File: src/rtl/dds_phase_to_amp.sv
// dds_phase_to_amp
// ----------------
// Back end of the DDS: takes the accumulated phase, adds a phase offset to its
// top ADDR_W bits and turns the result into an unsigned offset-binary DAC
// amplitude. The waveform is sine (read from an external synchronous
// quarter-wave ROM), triangle, sawtooth or square. A new waveform request is
// taken on the first sample after reset and then only when the phase MSB goes
// from 1 to 0, so the switch happens at a cycle boundary.
//
// Pipeline:
//   S1: truncated + offset phase, drives rom_addr
//   S2: aligned with rom_data, which arrives one clock after rom_addr
//   S3: output register
//
// Ports:
//   clk, rst_n  clock, asynchronous active-low reset
//   phase_in    accumulator phase, sampled when phase_vld=1
//   phase_vld   phase_in valid this cycle (0 inserts a bubble)
//   p_offs      phase offset added to phase_in[PHASE_W-1 -: ADDR_W]
//   wave_sel    requested waveform: 0 sine, 1 triangle, 2 sawtooth, 3 square
//   rom_addr    quarter-wave ROM address
//   rom_data    ROM magnitude, one clock after rom_addr
//   amp_out     amplitude, midscale = 2**(AMP_W-1)
//   amp_vld     amp_out updated this cycle
//   wave_cur    waveform currently applied
module dds_phase_to_amp #(
  parameter int PHASE_W = 32,
  parameter int ADDR_W  = 11,
  parameter int AMP_W   = 10
) (
  input  logic               clk,
  input  logic               rst_n,
  input  logic [PHASE_W-1:0] phase_in,
  input  logic               phase_vld,
  input  logic [ADDR_W-1:0]  p_offs,
  input  logic [1:0]         wave_sel,
  output logic [ADDR_W-3:0]  rom_addr,
  input  logic [ADDR_W-3:0]  rom_data,
  output logic [AMP_W-1:0]   amp_out,
  output logic               amp_vld,
  output logic [1:0]         wave_cur
);

  localparam int IDX_W = ADDR_W - 2;

  typedef enum logic [1:0] {
    WAVE_SINE = 2'd0,
    WAVE_TRI  = 2'd1,
    WAVE_SAW  = 2'd2,
    WAVE_SQR  = 2'd3
  } wave_e;

  // S1 state
  logic [ADDR_W-1:0] a1_d, a1_q;
  logic              vld1_d, vld1_q;
  logic              prev_msb_d, prev_msb_q;
  logic              first_d, first_q;
  wave_e             wave_cur_d, wave_cur_q;
  // S2 state
  logic [ADDR_W-1:0] a2_d, a2_q;
  logic              vld2_d, vld2_q;
  wave_e             wave2_d, wave2_q;
  // S3 state
  logic [AMP_W-1:0]  amp_out_d, amp_out_q;
  logic              amp_vld_d, amp_vld_q;

  logic [AMP_W-1:0]  amp_res_s;
  logic              wrap_s;
  logic [IDX_W-1:0]  idx_s;

  // Only the top ADDR_W phase bits are used for lookup.
  logic unused_phase_bits;
  assign unused_phase_bits = ^phase_in[PHASE_W-ADDR_W-1:0];

  // S1 next state: phase truncation plus offset, wrap detect, waveform latch.
  always_comb begin
    a1_d       = a1_q;
    vld1_d     = 1'b0;
    prev_msb_d = prev_msb_q;
    first_d    = first_q;
    wave_cur_d = wave_cur_q;
    wrap_s     = 1'b0;
    if (phase_vld) begin
      // Carry out of the add is dropped: the offset wraps modulo 2**ADDR_W.
      a1_d       = phase_in[PHASE_W-1 -: ADDR_W] + p_offs;
      vld1_d     = 1'b1;
      prev_msb_d = phase_in[PHASE_W-1];
      wrap_s     = prev_msb_q & ~phase_in[PHASE_W-1];
      if (first_q || wrap_s) begin
        wave_cur_d = wave_e'(wave_sel);
        first_d    = 1'b0;
      end else begin
        wave_cur_d = wave_cur_q;
        first_d    = first_q;
      end
    end else begin
      a1_d   = a1_q;
      vld1_d = 1'b0;
    end
  end

  // Quarter-wave addressing: odd quadrants read the table backwards
  // (511 - idx is the bitwise complement for a 9-bit index).
  always_comb begin
    idx_s = a1_q[IDX_W-1:0];
    if (a1_q[IDX_W]) begin
      rom_addr = ~idx_s;
    end else begin
      rom_addr = idx_s;
    end
  end

  // S2 next state: S1 delayed one clock so it lines up with rom_data.
  // wave_cur_q only changes on an accepted sample, so it is exactly the
  // waveform of the sample sitting in S1.
  always_comb begin
    a2_d    = a1_q;
    vld2_d  = vld1_q;
    wave2_d = wave_cur_q;
  end

  // Amplitude from the S2 phase and the ROM magnitude.
  always_comb begin
    amp_res_s = {1'b1, {(AMP_W-1){1'b0}}};
    case (wave2_q)
      WAVE_SINE: begin
        // Upper half-cycle: 512 + mag; lower half-cycle: 511 - mag.
        if (a2_q[ADDR_W-1]) begin
          amp_res_s = {1'b0, ~rom_data};
        end else begin
          amp_res_s = {1'b1, rom_data};
        end
      end
      WAVE_TRI: begin
        if (a2_q[ADDR_W-1]) begin
          amp_res_s = ~a2_q[AMP_W-1:0];
        end else begin
          amp_res_s = a2_q[AMP_W-1:0];
        end
      end
      WAVE_SAW: begin
        amp_res_s = a2_q[ADDR_W-1:1];
      end
      WAVE_SQR: begin
        if (a2_q[ADDR_W-1]) begin
          amp_res_s = {AMP_W{1'b0}};
        end else begin
          amp_res_s = {AMP_W{1'b1}};
        end
      end
      default: begin
        amp_res_s = {1'b1, {(AMP_W-1){1'b0}}};
      end
    endcase
  end

  // S3 next state: load on a valid S2 sample, otherwise hold and drop valid.
  always_comb begin
    amp_out_d = amp_out_q;
    amp_vld_d = 1'b0;
    if (vld2_q) begin
      amp_out_d = amp_res_s;
      amp_vld_d = 1'b1;
    end else begin
      amp_out_d = amp_out_q;
      amp_vld_d = 1'b0;
    end
  end

  // Pipeline registers; reset discards every in-flight sample.
  always_ff @(posedge clk or negedge rst_n) begin
    if (!rst_n) begin
      a1_q       <= {ADDR_W{1'b0}};
      vld1_q     <= 1'b0;
      prev_msb_q <= 1'b0;
      first_q    <= 1'b1;
      wave_cur_q <= WAVE_SINE;
      a2_q       <= {ADDR_W{1'b0}};
      vld2_q     <= 1'b0;
      wave2_q    <= WAVE_SINE;
      amp_out_q  <= {1'b1, {(AMP_W-1){1'b0}}};
      amp_vld_q  <= 1'b0;
    end else begin
      a1_q       <= a1_d;
      vld1_q     <= vld1_d;
      prev_msb_q <= prev_msb_d;
      first_q    <= first_d;
      wave_cur_q <= wave_cur_d;
      a2_q       <= a2_d;
      vld2_q     <= vld2_d;
      wave2_q    <= wave2_d;
      amp_out_q  <= amp_out_d;
      amp_vld_q  <= amp_vld_d;
    end
  end

  assign amp_out  = amp_out_q;
  assign amp_vld  = amp_vld_q;
  assign wave_cur = wave_cur_q;

endmodule
File: config.mk
export PLATFORM = sky130hd
export DESIGN_NAME = dds_phase_to_amp
export DESIGN_NICKNAME = d
export VERILOG_FILES = /design/src/rtl/dds_phase_to_amp.sv
export SDC_FILE = /design/constraint.sdc
export NUM_CORES = 1
export LEC_CHECK = 0
export BUFFER_PORTS_ARGS = -buffer_cell sky130_fd_sc_hd__buf_4
export CORE_UTILIZATION = 52
export CTS_BUF_LIST = sky130_fd_sc_hd__clkbuf_8
export DETAILED_ROUTE_END_ITERATION = 10
export HOLD_SLACK_MARGIN = 0.12
export PLACE_DENSITY = 0.79
export SYNTH_ARGS = -nofsm -noshare
export SYNTH_HDL_FRONTEND = slang
export SYNTH_SLANG_ARGS = --single-unit
File: constraint.sdc
create_clock -name clk -period 1.6 [get_ports clk]
set_input_delay 0.08 -clock clk [delete_from_list [all_inputs] [get_ports clk]]
set_output_delay 0.08 -clock clk [all_outputs]
set_load 0.05 [all_outputs]
-- Word level (Yosys, flattened, before mapping)
Cells that the tools add are included.
- register bits after elaboration: 41
- input port bits: 57
- logic and storage cells: 29
- bitwise logic cells: 5
- add/subtract/negate cells: 1
- multiplexer cells: 7
- equal/unequal tests: 3
- reductions and logical operators: 3
- operators with widths (operator ; count):
    10-bit one-hot mux with 4 select lines ; 1
    10-bit 2-to-1 mux ; 3
    9-bit NOT ; 2
    11-bit adder ; 1
    10-bit NOT ; 1
    9-bit 2-to-1 mux ; 1
    2-bit equality test (second input constant) ; 2
    2-bit by 1-bit equality test with 1-bit output (second input constant) ; 1
    2-bit logical NOT ; 1
    1-bit 2-to-1 mux ; 2
    2-bit AND reduction ; 1
    1-bit bitwise AND ; 1
    1-bit logical OR ; 1
    1-bit NOT ; 1

-- Depth between registers and ports, before layout
- word-level depth: 4
- mapped depth: 8
- gate-level depth less buffers: 8

-- Worst setup path after synthesis
OpenSTA, ideal clock, no wires.
- path kind: input port to flip-flop
- from: input port phase_in[21]
- to: register a1_q[6]
- setup time: 0.125 ns
- data required time: 1.475 ns
- cell stages on the path: 8
- data arrival time: 1.625 ns
- buffers on the path: 0
- setup slack: -0.150 ns
- cell sequence: ha_1 inv_1 fa_1 nand2b_1 a21oi_2 a31oi_4 xnor2_1 mux2_2
- word-level cells in the longest chain between the ends: 1
- RTL lines (element ; line ; RTL):
    start: declaration ; 33 ; input logic [PHASE_W-1:0] phase_in,
    11-bit adder ; 85 ; a1_d = phase_in[PHASE_W-1 -: ADDR_W] + p_offs;
    end signal: assignment ; 173 ; a1_q <= {ADDR_W{1'b0}};
    end: declaration ; 54 ; logic [ADDR_W-1:0] a1_d, a1_q;
No other way between the ends.
A chain may end at the register's enable or synchronous reset.

-- Worst setup path after layout
- from: register a1_q[9]
- to: output port rom_addr[6]
- word-level cells in the longest chain between the ends: 1
- RTL lines (element ; line ; RTL):
    9-bit 2-to-1 mux ; 106 ; if (a1_q[IDX_W]) begin
    end: declaration ; 37 ; output logic [ADDR_W-3:0] rom_addr,
No other way between the ends.

==> impl_results.md <==
- Setup Buffers After CTS: 0
- Register area: 1030 um^2
- Clk pin slew, worst setup/hold paths: 80 ps
- Max-cap check violation count: 0
- Largest net degree at the start of global routing: 42
- Port Buffer Count: 57
- FP Rows: 24
- P per Cell Area: 1400 nW/um^2
- Vias after detailed routing: 1935
- Setup_tns: 0 ps
- DRT Wirelength: 4.58 mm
- Worst hold slack: 136 ps
- Cell Count, Final, Fillers Out: 362
- Clk buf depth: 2
- Htree depth: 2
- Final Skew: 8.92 ps
- CTS tree: done
- Final period util: 94.1%
- Worst Max-Slew Pin Slew: 520 ps
- Worst EP required: 1520 ps
- Final worst path period need: 1510 ps
- Synth top area share: 41.8%
- Post-CTS Hold Buffers: 5
- Setup CP Type: reg -> out
- Critical Path Source: a1_q[9]
- Synth Area per Inst: 9.90 um^2
- CTS resizes: 0
- Yosys reg bits: 41
- Synth top area cells: dfrtp_1 (42%), o21ai_0 (6.6%), ha_1 (5.4%), xnor2_1 (5.2%), mux2_2 (3.9%)
- Netlist cell types: 45
- Core area: 4320 um^2
- Synthesized area: 2340 um^2
- Critical Path AT: 1430 ps
- Unrepaired setup endpoints after global routing: false
- Synth Flop Type: dfrtp_1
- GRT Resource Usage Total: 20.8%
- Post-synth EDFFs: 0
- Drt via density: 5.35
- Hold WC Path Type: in -> reg
- Crit end category: primary output
- Fillers: 344
- Cells after DPL: 349
- Max-slew headroom: 65.3%
- Status: complete, no violations
- CTS root buf: clkbuf_8
- Initial Utilization: 54.0%
- First-pass GRT wire length: 8.00 mm
- Area of the multi-input gates: 1220 um^2
- Detailed Routing Iterations Pass 1: 4
- Vias in the first global route: 1872
- Fin nets: 377
- Hold Violations, Final: 0
- Max Fanout on Critical Path: 11
- Clock sinks: 41
- Gpl congestion: 0.857
- R2r startpoint: a2_q[10]
- Die area: 4760 um^2
- I/O Pins: 79
- Drt drc: 0
- FMAX: 0.664 GHz
- Ant diodes: 0
- Max VDD drop: 0.000488 V
- Asr flop ratio synth: 100%
- Post-synthesis cell count: 236
- Wire per inst: 12.6 um
- Syn Nets: 304
- Initial DRC Count: 155
- Remaining Overflow, GRT: 0
- Initial antenna violation count: 0
- Post-route ant nets: 0
- Warnings from Yosys: 0
- Num CTS Buffers: 5
- Area delta synth->final: 31.7%
- CP startpoint kind: flip-flop
- Min-delay src: p_offs[0]
- Pleak: 1.45 nW
- Slew Viols, Final: 0
- Synth area leader: dfrtp_1
- DPL Wire Length: 3.45 mm
- Die X: 69.0 um
- Final setup fails: 0
- Worst skew pair latency: 300 ps
- Sequential cell area fraction in the yosys report: 44.0%
- Share of cells above drive strength 1: 32.9%
- Die Span Y: 69.0 um
path summary, 6_finish.rpt:
path,depth (start not counted),endpoint,slack [ps]
max in group asynchronous,2,first_q,950
min,3,a1_q[0],140
max reg2reg,6,amp_out[1],190
min in group asynchronous,2,amp_out[5],290
min reg2reg,0,vld2_q,360
max,2,rom_addr[6],90
sequential cells by signal, indices dropped and copies added (netlist names):
register and flops:
a1_q 11, a2_q 11, amp_out 10, wave2_q 2
wave_cur 2, amp_vld 1, first_q 1, prev_msb_q 1
vld1_q 1, vld2_q 1
cell usage after synthesis (all sizes together), types with 3 or more instances:
master / count
clkbuf: 8
nand2: 23
xnor2: 14
a22oi: 9
a21o: 5
nor2b: 3
nand3: 11
inv: 12
mux2: 9
buf: 4
mux2i: 3
dfrtp: 39
o21ai: 33
ha: 10
nor2: 10
xor2: 10
a31oi: 3
a21oi: 7
worst max-delay path, cell delays in order, from the launching register on:
cell	delay, ps
dfrtp_1	650
xor2_1	240
buf_4	230
through the flow:
| step | setup WS, ps | cell area [um^2] | power, mW | util [%] |
|---|---|---|---|---|
| after global routing | 10.2 | 3080 | 4.54 | 71.2 |
| after floorplan | 41.5 | 2370 | 2.89 | - |
| after CTS | 67.6 | 3080 | 4.33 | 71.2 |
| after detailed placement | -28.3 | 2920 | 3.50 | 67.4 |
| final | 94.7 | 3080 | 4.31 | 71.2 |
| after global placement | 3.72 | 2920 | 3.45 | 67.4 |
layout make-up:
class / count / share of cell area [%]
clock inverters: 3 / 1.38
multi-input cells: 170 / 39.8
repair buffers: 78 / 19.4
clock buffers: 5 / 2.24
well taps: 52 / 2.11
inverters: 13 / 1.59
flip-flops and latches: 41 / 33.4
where the power goes:
part | total, mW | internal, mW | switching, mW | leakage, nW
sequential | 1.45 | 1.27 | 0.180 | 0.481
clock | 0.822 | 0.462 | 0.360 | 0.0595
combinational | 2.03 | 0.751 | 1.28 | 0.911
layer usage:
layer,track usage [%],share of wire [%],vias up
li1,-,-,972
met1,23.8,40,905
met2,36.7,53,51
met3,4.82,4.5,7
met4,9.07,1.7,0
met5,0,0,-
layout by cell type, fill, tap and decap left out, drive strengths merged:
| master | netlist | final |
|---|---|---|
| a21o | 5 | 5 |
| dfstp | 2 | 2 |
| bufinv | 0 | 1 |
| a32oi | 1 | 1 |
| o21a | 1 | 1 |
| a221oi | 1 | 1 |
| clkbuf | 8 | 5 |
| a31oi | 3 | 3 |
| inv | 12 | 13 |
| o2bb2ai | 1 | 1 |
| mux2i | 3 | 3 |
| o21ai | 33 | 33 |
| a21oi | 7 | 7 |
| xor2 | 10 | 10 |
| nand3 | 11 | 11 |
| or2 | 1 | 1 |
| dlygate4sd3 | 0 | 5 |
| ha | 10 | 10 |
| mux2 | 9 | 9 |
| and3 | 2 | 2 |
| nand2b | 1 | 1 |
| nor3 | 2 | 2 |
| nor2 | 10 | 10 |
| fa | 1 | 1 |
| nand4b | 1 | 1 |
| nor2b | 3 | 3 |
| and2 | 1 | 1 |
| a211oi | 2 | 2 |
| nor4 | 1 | 1 |
| xnor2 | 14 | 14 |
| clkinv | 1 | 2 |
| dfrtp | 39 | 39 |
| nand4 | 1 | 1 |
| a22oi | 9 | 9 |
| buf | 4 | 73 |
| o211ai | 2 | 2 |
| a221o | 1 | 1 |
| nand2 | 23 | 23 |
kinds of logic (layout without fill, tap and decap cells):
kind of cell	Yosys count	after routing	share of synthesized area, %
compound gates	66	66	19.0
xor+xnor	24	24	9.00
fa+ha+maj	11	11	6.21
buf+inv	25	99	4.82
flops	41	41	44.0
mux	12	12	5.78
simple gates	57	57	11.2
Power figures use the tool's default switching activity.
